$ cat src/rtl/battleship_pkg.sv
// Shared types and the cursor adjacency table for the 4-digit, 28-segment battleship board.
package battleship_pkg;

  typedef enum logic [2:0] {SegA, SegB, SegC, SegD, SegE, SegF, SegG} seg_t;
  typedef enum logic [1:0] {StPlace = 2'd0, StReady = 2'd1, StLocked = 2'd2} game_state_t;
  typedef enum logic [1:0] {DirUp, DirDown, DirLeft, DirRight} dir_t;

  localparam int unsigned NumCells = 28;

  // Returns {sector, pos}. Sector arithmetic is 2-bit so it wraps around the board.
  function automatic logic [4:0] nav_next(input logic [1:0] sector, input seg_t pos,
                                          input dir_t dir);
    logic [1:0] sec_n;
    seg_t       pos_n;
    sec_n = sector;
    pos_n = pos;
    unique case (dir)
      DirUp: begin
        case (pos)
          SegD:    pos_n = SegG;
          SegG:    pos_n = SegA;
          SegA:    pos_n = SegD;
          SegC:    pos_n = SegB;
          SegB:    pos_n = SegC;
          SegE:    pos_n = SegF;
          SegF:    pos_n = SegE;
          default: pos_n = pos;
        endcase
      end
      DirDown: begin
        case (pos)
          SegA:    pos_n = SegG;
          SegG:    pos_n = SegD;
          SegD:    pos_n = SegA;
          SegB:    pos_n = SegC;
          SegC:    pos_n = SegB;
          SegF:    pos_n = SegE;
          SegE:    pos_n = SegF;
          default: pos_n = pos;
        endcase
      end
      DirLeft: begin
        case (pos)
          SegB:    pos_n = SegF;
          SegC:    pos_n = SegE;
          SegF: begin
            pos_n = SegB;
            sec_n = sector + 2'd1;
          end
          SegE: begin
            pos_n = SegC;
            sec_n = sector + 2'd1;
          end
          default: sec_n = sector + 2'd1;
        endcase
      end
      DirRight: begin
        case (pos)
          SegF:    pos_n = SegB;
          SegE:    pos_n = SegC;
          SegB: begin
            pos_n = SegF;
            sec_n = sector - 2'd1;
          end
          SegC: begin
            pos_n = SegE;
            sec_n = sector - 2'd1;
          end
          default: sec_n = sector - 2'd1;
        endcase
      end
    endcase
    return {sec_n, pos_n};
  endfunction

endpackage

$ cat src/rtl/btn_conditioner.sv
// One push-button: 2-flop synchroniser, counter debounce, rising-edge one-shot.
module btn_conditioner #(
  parameter int unsigned DebounceCycles = 250000
) (
  input  logic clk,
  input  logic rst_n,
  input  logic btn,
  output logic pulse
);

  localparam int unsigned CntW = (DebounceCycles > 2) ? $clog2(DebounceCycles) : 1;
  localparam logic [CntW-1:0] CntMax = CntW'(DebounceCycles - 1);

  logic            sync1_q, sync2_q;
  logic            level_q, level_d;
  logic            pulse_q;
  logic [CntW-1:0] cnt_q, cnt_d;

  always_comb begin
    cnt_d   = cnt_q;
    level_d = level_q;
    if (sync2_q == level_q) begin
      cnt_d = '0;
    end else if (cnt_q == CntMax) begin
      level_d = sync2_q;
      cnt_d   = '0;
    end else begin
      cnt_d = cnt_q + CntW'(1);
    end
  end

  always_ff @(posedge clk or negedge rst_n) begin
    if (!rst_n) begin
      sync1_q <= 1'b0;
      sync2_q <= 1'b0;
      level_q <= 1'b0;
      cnt_q   <= '0;
      pulse_q <= 1'b0;
    end else begin
      sync1_q <= btn;
      sync2_q <= sync1_q;
      level_q <= level_d;
      cnt_q   <= cnt_d;
      pulse_q <= level_d & ~level_q;
    end
  end

  assign pulse = pulse_q;

endmodule

$ cat src/rtl/battleship_cursor_ctrl.sv
// Cursor, ship/shot maps and placement/lock/fire FSM for the battleship board.
module battleship_cursor_ctrl
  import battleship_pkg::*;
#(
  parameter int unsigned DEBOUNCE_CYCLES = 250000,
  parameter int unsigned MAX_SHIPS       = 5,
  parameter int unsigned BLINK_CYCLES    = 12500000
) (
  input  logic                clk,
  input  logic                rst_n,
  input  logic                dup,
  input  logic                ddown,
  input  logic                dleft,
  input  logic                dright,
  input  logic                dok,
  output logic [1:0]          cur_sector,
  output logic [2:0]          cur_pos,
  output logic                cursor_vis,
  output logic [NumCells-1:0] ships,
  output logic [NumCells-1:0] shots,
  output logic [4:0]          ship_count,
  output logic [1:0]          state,
  output logic                fire_valid,
  output logic [4:0]          fire_index
);

  localparam int unsigned BlinkW = (BLINK_CYCLES > 2) ? $clog2(BLINK_CYCLES) : 1;
  localparam logic [BlinkW-1:0] BlinkMax = BlinkW'(BLINK_CYCLES - 1);
  localparam logic [4:0] MaxShips = 5'(MAX_SHIPS);

  logic [4:0] raw, pulse;
  assign raw = {dok, dright, dleft, ddown, dup};

  for (genvar i = 0; i < 5; i++) begin : g_btn
    btn_conditioner #(
      .DebounceCycles(DEBOUNCE_CYCLES)
    ) u_btn (
      .clk  (clk),
      .rst_n(rst_n),
      .btn  (raw[i]),
      .pulse(pulse[i])
    );
  end

  logic                nav_en, ok_en;
  dir_t                nav_dir;
  logic [4:0]          nav_res;
  logic [1:0]          sector_q, sector_d;
  seg_t                pos_q, pos_d;
  logic [4:0]          cur_idx;
  game_state_t         state_q, state_d;
  logic [NumCells-1:0] ships_q, ships_d, shots_q, shots_d;
  logic [4:0]          count_q, count_d;
  logic                fire_valid_q, fire_valid_d;
  logic [4:0]          fire_index_q, fire_index_d;
  logic [BlinkW-1:0]   blink_q, blink_d;
  logic                vis_q, vis_d;

  // Fixed priority up > down > left > right > ok; losers are dropped.
  always_comb begin
    nav_en  = 1'b0;
    nav_dir = DirUp;
    ok_en   = 1'b0;
    if (pulse[0]) begin
      nav_en = 1'b1;
    end else if (pulse[1]) begin
      nav_en  = 1'b1;
      nav_dir = DirDown;
    end else if (pulse[2]) begin
      nav_en  = 1'b1;
      nav_dir = DirLeft;
    end else if (pulse[3]) begin
      nav_en  = 1'b1;
      nav_dir = DirRight;
    end else if (pulse[4]) begin
      ok_en = 1'b1;
    end
  end

  assign nav_res = nav_next(sector_q, pos_q, nav_dir);
  assign cur_idx = {3'b000, sector_q} * 5'd7 + {2'b00, pos_q};

  always_comb begin
    sector_d = sector_q;
    pos_d    = pos_q;
    blink_d  = blink_q;
    vis_d    = vis_q;
    if (nav_en) begin
      sector_d = nav_res[4:3];
      pos_d    = seg_t'(nav_res[2:0]);
      blink_d  = '0;
      vis_d    = 1'b1;
    end else if (blink_q == BlinkMax) begin
      blink_d = '0;
      vis_d   = ~vis_q;
    end else begin
      blink_d = blink_q + BlinkW'(1);
    end
  end

  always_comb begin
    state_d      = state_q;
    ships_d      = ships_q;
    shots_d      = shots_q;
    count_d      = count_q;
    fire_valid_d = 1'b0;
    fire_index_d = fire_index_q;
    if (ok_en) begin
      case (state_q)
        StPlace: begin
          if (ships_q[cur_idx]) begin
            ships_d[cur_idx] = 1'b0;
            if (count_q != 5'd0) count_d = count_q - 5'd1;
          end else if (count_q < MaxShips) begin
            ships_d[cur_idx] = 1'b1;
            count_d          = count_q + 5'd1;
            if (count_d == MaxShips) state_d = StReady;
          end
        end
        StReady: begin
          if (ships_q[cur_idx]) begin
            ships_d[cur_idx] = 1'b0;
            count_d          = count_q - 5'd1;
            state_d          = StPlace;
          end else begin
            state_d = StLocked;
          end
        end
        StLocked: begin
          if (!shots_q[cur_idx]) begin
            shots_d[cur_idx] = 1'b1;
            fire_valid_d     = 1'b1;
            fire_index_d     = cur_idx;
          end
        end
        default: state_d = StPlace;
      endcase
    end
  end

  always_ff @(posedge clk or negedge rst_n) begin
    if (!rst_n) begin
      sector_q     <= 2'd0;
      pos_q        <= SegA;
      state_q      <= StPlace;
      ships_q      <= '0;
      shots_q      <= '0;
      count_q      <= 5'd0;
      fire_valid_q <= 1'b0;
      fire_index_q <= 5'd0;
      blink_q      <= '0;
      vis_q        <= 1'b1;
    end else begin
      sector_q     <= sector_d;
      pos_q        <= pos_d;
      state_q      <= state_d;
      ships_q      <= ships_d;
      shots_q      <= shots_d;
      count_q      <= count_d;
      fire_valid_q <= fire_valid_d;
      fire_index_q <= fire_index_d;
      blink_q      <= blink_d;
      vis_q        <= vis_d;
    end
  end

  assign cur_sector = sector_q;
  assign cur_pos    = pos_q;
  assign cursor_vis = vis_q;
  assign ships      = ships_q;
  assign shots      = shots_q;
  assign ship_count = count_q;
  assign state      = state_q;
  assign fire_valid = fire_valid_q;
  assign fire_index = fire_index_q;

endmodule
$ cat config.mk
export PLATFORM = sky130hd
export DESIGN_NAME = battleship_cursor_ctrl
export DESIGN_NICKNAME = d
export VERILOG_FILES = /design/src/rtl/battleship_pkg.sv /design/src/rtl/btn_conditioner.sv /design/src/rtl/battleship_cursor_ctrl.sv
export SDC_FILE = /design/constraint.sdc
export NUM_CORES = 1
export LEC_CHECK = 0
export ABC_AREA = 0
export BUFFER_PORTS_ARGS = -buffer_cell sky130_fd_sc_hd__buf_2
export CORE_ASPECT_RATIO = 1.25
export CORE_MARGIN = 2
export CORE_UTILIZATION = 50
export CTS_CLUSTER_SIZE = 25
export DETAILED_ROUTE_END_ITERATION = 6
export HOLD_SLACK_MARGIN = 0.06
export PLACE_DENSITY = 0.65
export RECOVER_POWER = 100
export SYNTH_ARGS = -nofsm -noshare
export SYNTH_HDL_FRONTEND = slang
export SYNTH_SLANG_ARGS = --single-unit
$ cat constraint.sdc
create_clock -name clk -period 10.9 [get_ports clk]
set_input_delay 2.18 -clock clk [delete_from_list [all_inputs] [get_ports clk]]
set_output_delay 2.18 -clock clk [all_outputs]
set_load 0.1 [all_outputs]
=== Word-level counts from Yosys, hierarchy flattened ===
Index checks and enable logic that the tools add are counted.

* Memories kept: 0
* Latch bits: 0
* Bits in registers: 209
* Bits of input ports: 7
* Bits in read-only memories: 0
* Output and inout bits: 75
* Bits in writable memories: 0

* Div/mod/pow operators: 0
* Reduce and logical (&&, ||, !) cells: 17
* Shift operators: 0
* Add/sub/neg operators: 11
* Mux-type cells: 67
* Bitwise gates (word level): 17
* Equality and inequality tests: 34
* Multipliers: 1
* Magnitude comparators: 3

{| class="wikitable"
|+ Operators with widths
! operator !! count
|-
| 2-to-1 mux 18 bit || 10
|-
| adder 18 x 1 -> 18 bit (second input constant) || 5
|-
| == test 18 bit (second input constant) || 5
|-
| 2-to-1 mux 28 bit || 3
|-
| bitwise OR 28 bit || 2
|-
| one-hot mux 28 bit (2 select lines) || 1
|-
| 2-to-1 mux 24 bit || 2
|-
| one-hot mux 3 bit (7 select lines) || 2
|-
| AND 28 bit || 1
|-
| inverter 28 bit || 1
|-
| 2-to-1 mux 1 bit || 27
|-
| adder 24 x 1 -> 24 bit (second input constant) || 1
|-
| == test 24 bit (second input constant) || 1
|-
| 2-to-1 mux 2 bit || 10
|-
| 2-to-1 mux 5 bit || 4
|-
| != test 8 bit (second input constant) || 2
|-
| != test 2 bit (second input constant) || 6
|-
| one-hot mux 3 bit (4 select lines) || 1
|-
| AND reduction 4 bit || 3
|-
| binary-select mux 1 bit (select 5 bit) || 2
|-
| one-hot mux 5 bit (2 select lines) || 1
|-
| AND reduction 5 bit || 2
|-
| == test 3 bit (second input constant) || 3
|-
| one-hot mux 3 bit (3 select lines) || 1
|-
| other kinds (29) || 54
|}

=== Depth between registers and ports, before layout ===
* Word-level depth: 10
* Gate-level depth with buffers: 14
* Mapped depth without buffers: 12

=== Cells and area by module ===
From an unflattened synthesis, not the netlist that was laid out.

* Cell total of the unflattened synthesis: 986
* Area, all modules: 10637.7 um^2

{| class="wikitable"
|+ Modules (own cells, without submodules)
! module !! times used !! sequential area each (um^2) !! area an instance (um^2) !! cells each
|-
| battleship_cursor_ctrl || 1 || 2478.6 || 5322.6 || 481
|-
| btn_conditioner at g_btn[0].u_btn ... || 4 || 550.5 || 1063.5 || 101
|-
| btn_conditioner at g_btn[4].u_btn || 1 || 550.5 || 1061.0 || 101
|}

=== Worst setup path before layout ===
Ideal clock, no wire load.

* Path type: reg-to-reg
* From: register sector_q[0], in the netlist cur_sector[0]
* To: register with a tool-made name
* Buffers on the path: 2
* Period minus slack after synthesis: 4360 ps
* Path slack: 6540 ps
* Data arrival time: 4232 ps
* Stages on the path, launching flop included: 15
* Data required time: 10772 ps
* Cells stage by stage: dfrtp_1 -> fa_1 -> ha_1 -> inv_1 -> fa_1 -> xnor2_2 -> buf_6 -> mux4_2 -> mux2i_1 -> o31ai_2 -> o31a_2 -> and2_4 -> buf_6 -> nand2_1 -> mux2_1

{| class="wikitable"
|+ RTL lines
! what !! line !! source
|-
| from (decl) || battleship_cursor_ctrl.sv:48 || <nowiki>logic [1:0] sector_q, sector_d;</nowiki>
|-
| from (signal assigned) || battleship_cursor_ctrl.sv:154 || <nowiki>sector_q <= sector_d;</nowiki>
|}

==> impl_results.md <==
* Status: complete, but fails checks
* Failing checks: max-capacitance violations, max-slew violations
* Cells after Synth at 931
* Worst Min Path Start: g_btn[1].u_btn.sync1_q$_DFF_PN0_
* Drt pass-1 iters at 5
* Synth warn at 0
* Via count at approximately 6900
* Fin. Hold Viols at 0
* Vias per std cell at 5.38
* R2R cell count at 12
* Dpl cells at 1251
* Sequential share of the synthesized area at 0.525
* Final period util at 0.554
* Cell Chain, Critical Path: clkbuf_1
* Root buffer cell: clkbuf_16
* Syn_nets at between 900 and 1000
* Reg2reg start: cur_pos[1]$_DFFE_PN0P_
* Post-synthesis register bit count at 209
* Async S/R FF share, synth at 1.00
* Count leader, synth: dfrtp_1
* DIE HEIGHT at 162 um
* Share of layout cells above drive strength 1 at 0.110
* WL/cell at 15.6 um
* Leakage at 4.94 nW
* Final Util at 0.575
* Worst skew pair latency at around 0.49 ns
* Routed wire length at 20100 um
* Slew Limit Fails at just over 90
* Slowest stage delay, CP at 3.22 ns
* Clock-pin slew on the worst setup and hold paths at 0.06 ns
* # diodes at 0
* Antenna violations before repair at 0
* Hold Path Sink: g_btn[1].u_btn.sync2_q$_DFF_PN0_
* WS Path Type: input port to asynchronous set/reset pin
* Bufs and invs on worst path at 1
* Least-Margin Pin Slew at between 4 and 5 ns
* Setup violations, final at 0
* Post-synthesis cell type count at slightly below 60
* Post-CTS setup repair buffer count at 0
* Die Area at ~21000 sq um
* Worst Path Max Fanout at 92
* Synth Area per Inst at 10.7 sq um
* Max-Cap Viols at 1
* Antenna-violating nets left at 0
* Netlist Area Pre-Place at 9960 sq um
* Top Family by Delay on Critical Path: buffers and inverters
* Synth area leaders: dfrtp_1, nor2_1, xor2_1
* CTS tree: done
* Clock sink count at 209
* IO Port Bufs at 81
* Row count at 57
* Sum Neg Setup Slack at 0 ns
* Tot GR Track Use at 0.194
* Worst hold path depth at 0
* Power after layout at roughly 1.6 mW
* GR Overflow Total at 0
* RSZ-0062 raised after global routing: no
* Top cell type's share of synthesized area at 0.523
* H-tree Lvls at 1
* CP endpoint kind: asynchronous set/reset pin
* Number of global-route vias before repair at just under 7000
* Number of synthesized flops with an enable pin at 0
* Final cell count without fillers at 1287
* Top Ports at 82
* Fmax at 0.166 GHz
* Fill count at around 1700
* CP Data Arrival Time at 5.51 ns
* Flop2flop setup slack at 5.43 ns
* Clock tree buffer depth at 3
* Post-CTS sizing at 0
* First-pass GRT wire length at 33400 um
* Top_reg_cell synth: dfrtp_1
* # DRC at 0
* Initial DRC Count at 441
* Die width at 130 um
* CTS hold repair buffers at 0
* Last weighted congestion value of the routability-driven placer at 0.822
* Clk_skew at 0.0109 ns
* NumNets Final at between 1000 and 1500
* Initial Utilization at 0.512
* Final critical-path required period at between 6 and 7 ns
* Post-synth top area cell: dfrtp_1
* DP Wirelength at 13700 um
* Startpoint types: input port
* Max IR drop VDD at 88.1 uV
* Pwr dens at 141 nW/um^2
* CP max-delay cell: clkbuf_1
* Most frequent cells after synthesis: dfrtp_1, nor2_1, nand2_1
* Area Growth Syn to Fin at 12.3%
* Core area at roughly 19000 sq um
* Worst hold path class: flop to flop
* Largest net degree at the start of global routing at 93
* Worst EP required at 10.38 ns
* Number of buffers created by CTS at 21
* Slew headroom at -2.13
[routing by layer]
metal  routed length, um  vias up  GRT usage
li1                    -     3372          -
met1                8790     3348      0.265
met2                9740      167      0.323
met3                1030       35     0.0310
met4                 507        0     0.0557
met5                   0        -          0
[placed cells by master (no fill, tap or decap), drive strengths merged, types with 2 or more instances in the layout]
master / n
a21oi: 7
nand2b: 3
nor2: 153
nand2: 85
and2: 6
mux2i: 5
a22o: 3
clkinv: 6
a31o: 28
nand4: 14
a2111oi: 2
nor3: 12
fa: 3
xnor2: 59
buf: 12
and4: 2
clkbuf: 102
a21o: 3
inv: 18
bufinv: 5
mux2: 25
dfrtp: 208
nand3: 53
nor4: 25
nand3b: 4
a211oi: 3
and3: 24
o31ai: 13
ha: 13
o21ai: 21
nor4b: 7
nor2b: 2
nor3b: 9
mux4: 12
xor2: 62
[per-stage QoR]
| stage | worst slack [ns] | hold WS, ns | instance area [sq um] |
|---|---|---|---|
| after floorplan | 6.54 | 0.331 | 9960 |
| after global placement | 6.39 | 0.332 | 10600 |
| after detailed placement | 6.35 | 0.337 | 10600 |
| after CTS | 6.36 | 0.344 | 11300 |
| after global routing | 3.73 | 0.350 | 11200 |
| final | 4.87 | 0.341 | 11200 |
[worst max path at each step]
stage                     depth (start not counted)  slack, ns                                  to                 startpoint
after floorplan                                  14       6.54                                flop  cur_sector[0]$_DFFE_PN0P_
after global routing                              1       3.73  g_btn[1].u_btn.cnt_q[17]$_DFF_PN0_                      rst_n
after CTS                                        11       6.36           fire_index[4]$_DFFE_PN0P_     cur_pos[1]$_DFFE_PN0P_
after detailed placement                         11       6.35           fire_index[4]$_DFFE_PN0P_     cur_pos[1]$_DFFE_PN0P_
final                                             1       4.87   g_btn[1].u_btn.cnt_q[8]$_DFF_PN0_                      rst_n
after global placement                           11       6.39           fire_index[1]$_DFFE_PN0P_     cur_pos[1]$_DFFE_PN0P_
[logic make-up (layout without fill, tap and decap cells)]
kind of cell    after synthesis  count (layout)  synth area share
xor+xnor                    121             121             0.108
fa+ha+maj                    16              16            0.0224
simple gates                402             402             0.191
compound gates               89              89            0.0701
buf+inv                      52             143            0.0227
flops                       209             209             0.525
mux                          42              42            0.0604
[cell type report]
type | instances | area [sq um] | area share
clock buffer | 25 | 551 | 0.0492
clock inverter | 11 | 180 | 0.0161
inverter | 18 | 67.6 | 0.00604
multi-input combinational | 670 | 4460 | 0.399
sequential | 209 | 5230 | 0.468
tap | 265 | 332 | 0.0296
timing repair buffer | 89 | 367 | 0.0328
[report_power, final]
| part | leakage (nW) | internal (mW) | switching [mW] |
|---|---|---|---|
| registers | 2.87 | 0.782 | 0.00397 |
| logic | 1.71 | 0.00607 | 0.0222 |
| clock network | 0.364 | 0.478 | 0.290 |
| total | 4.94 | 1.27 | 0.316 |
(Power assumes the default switching activity.)
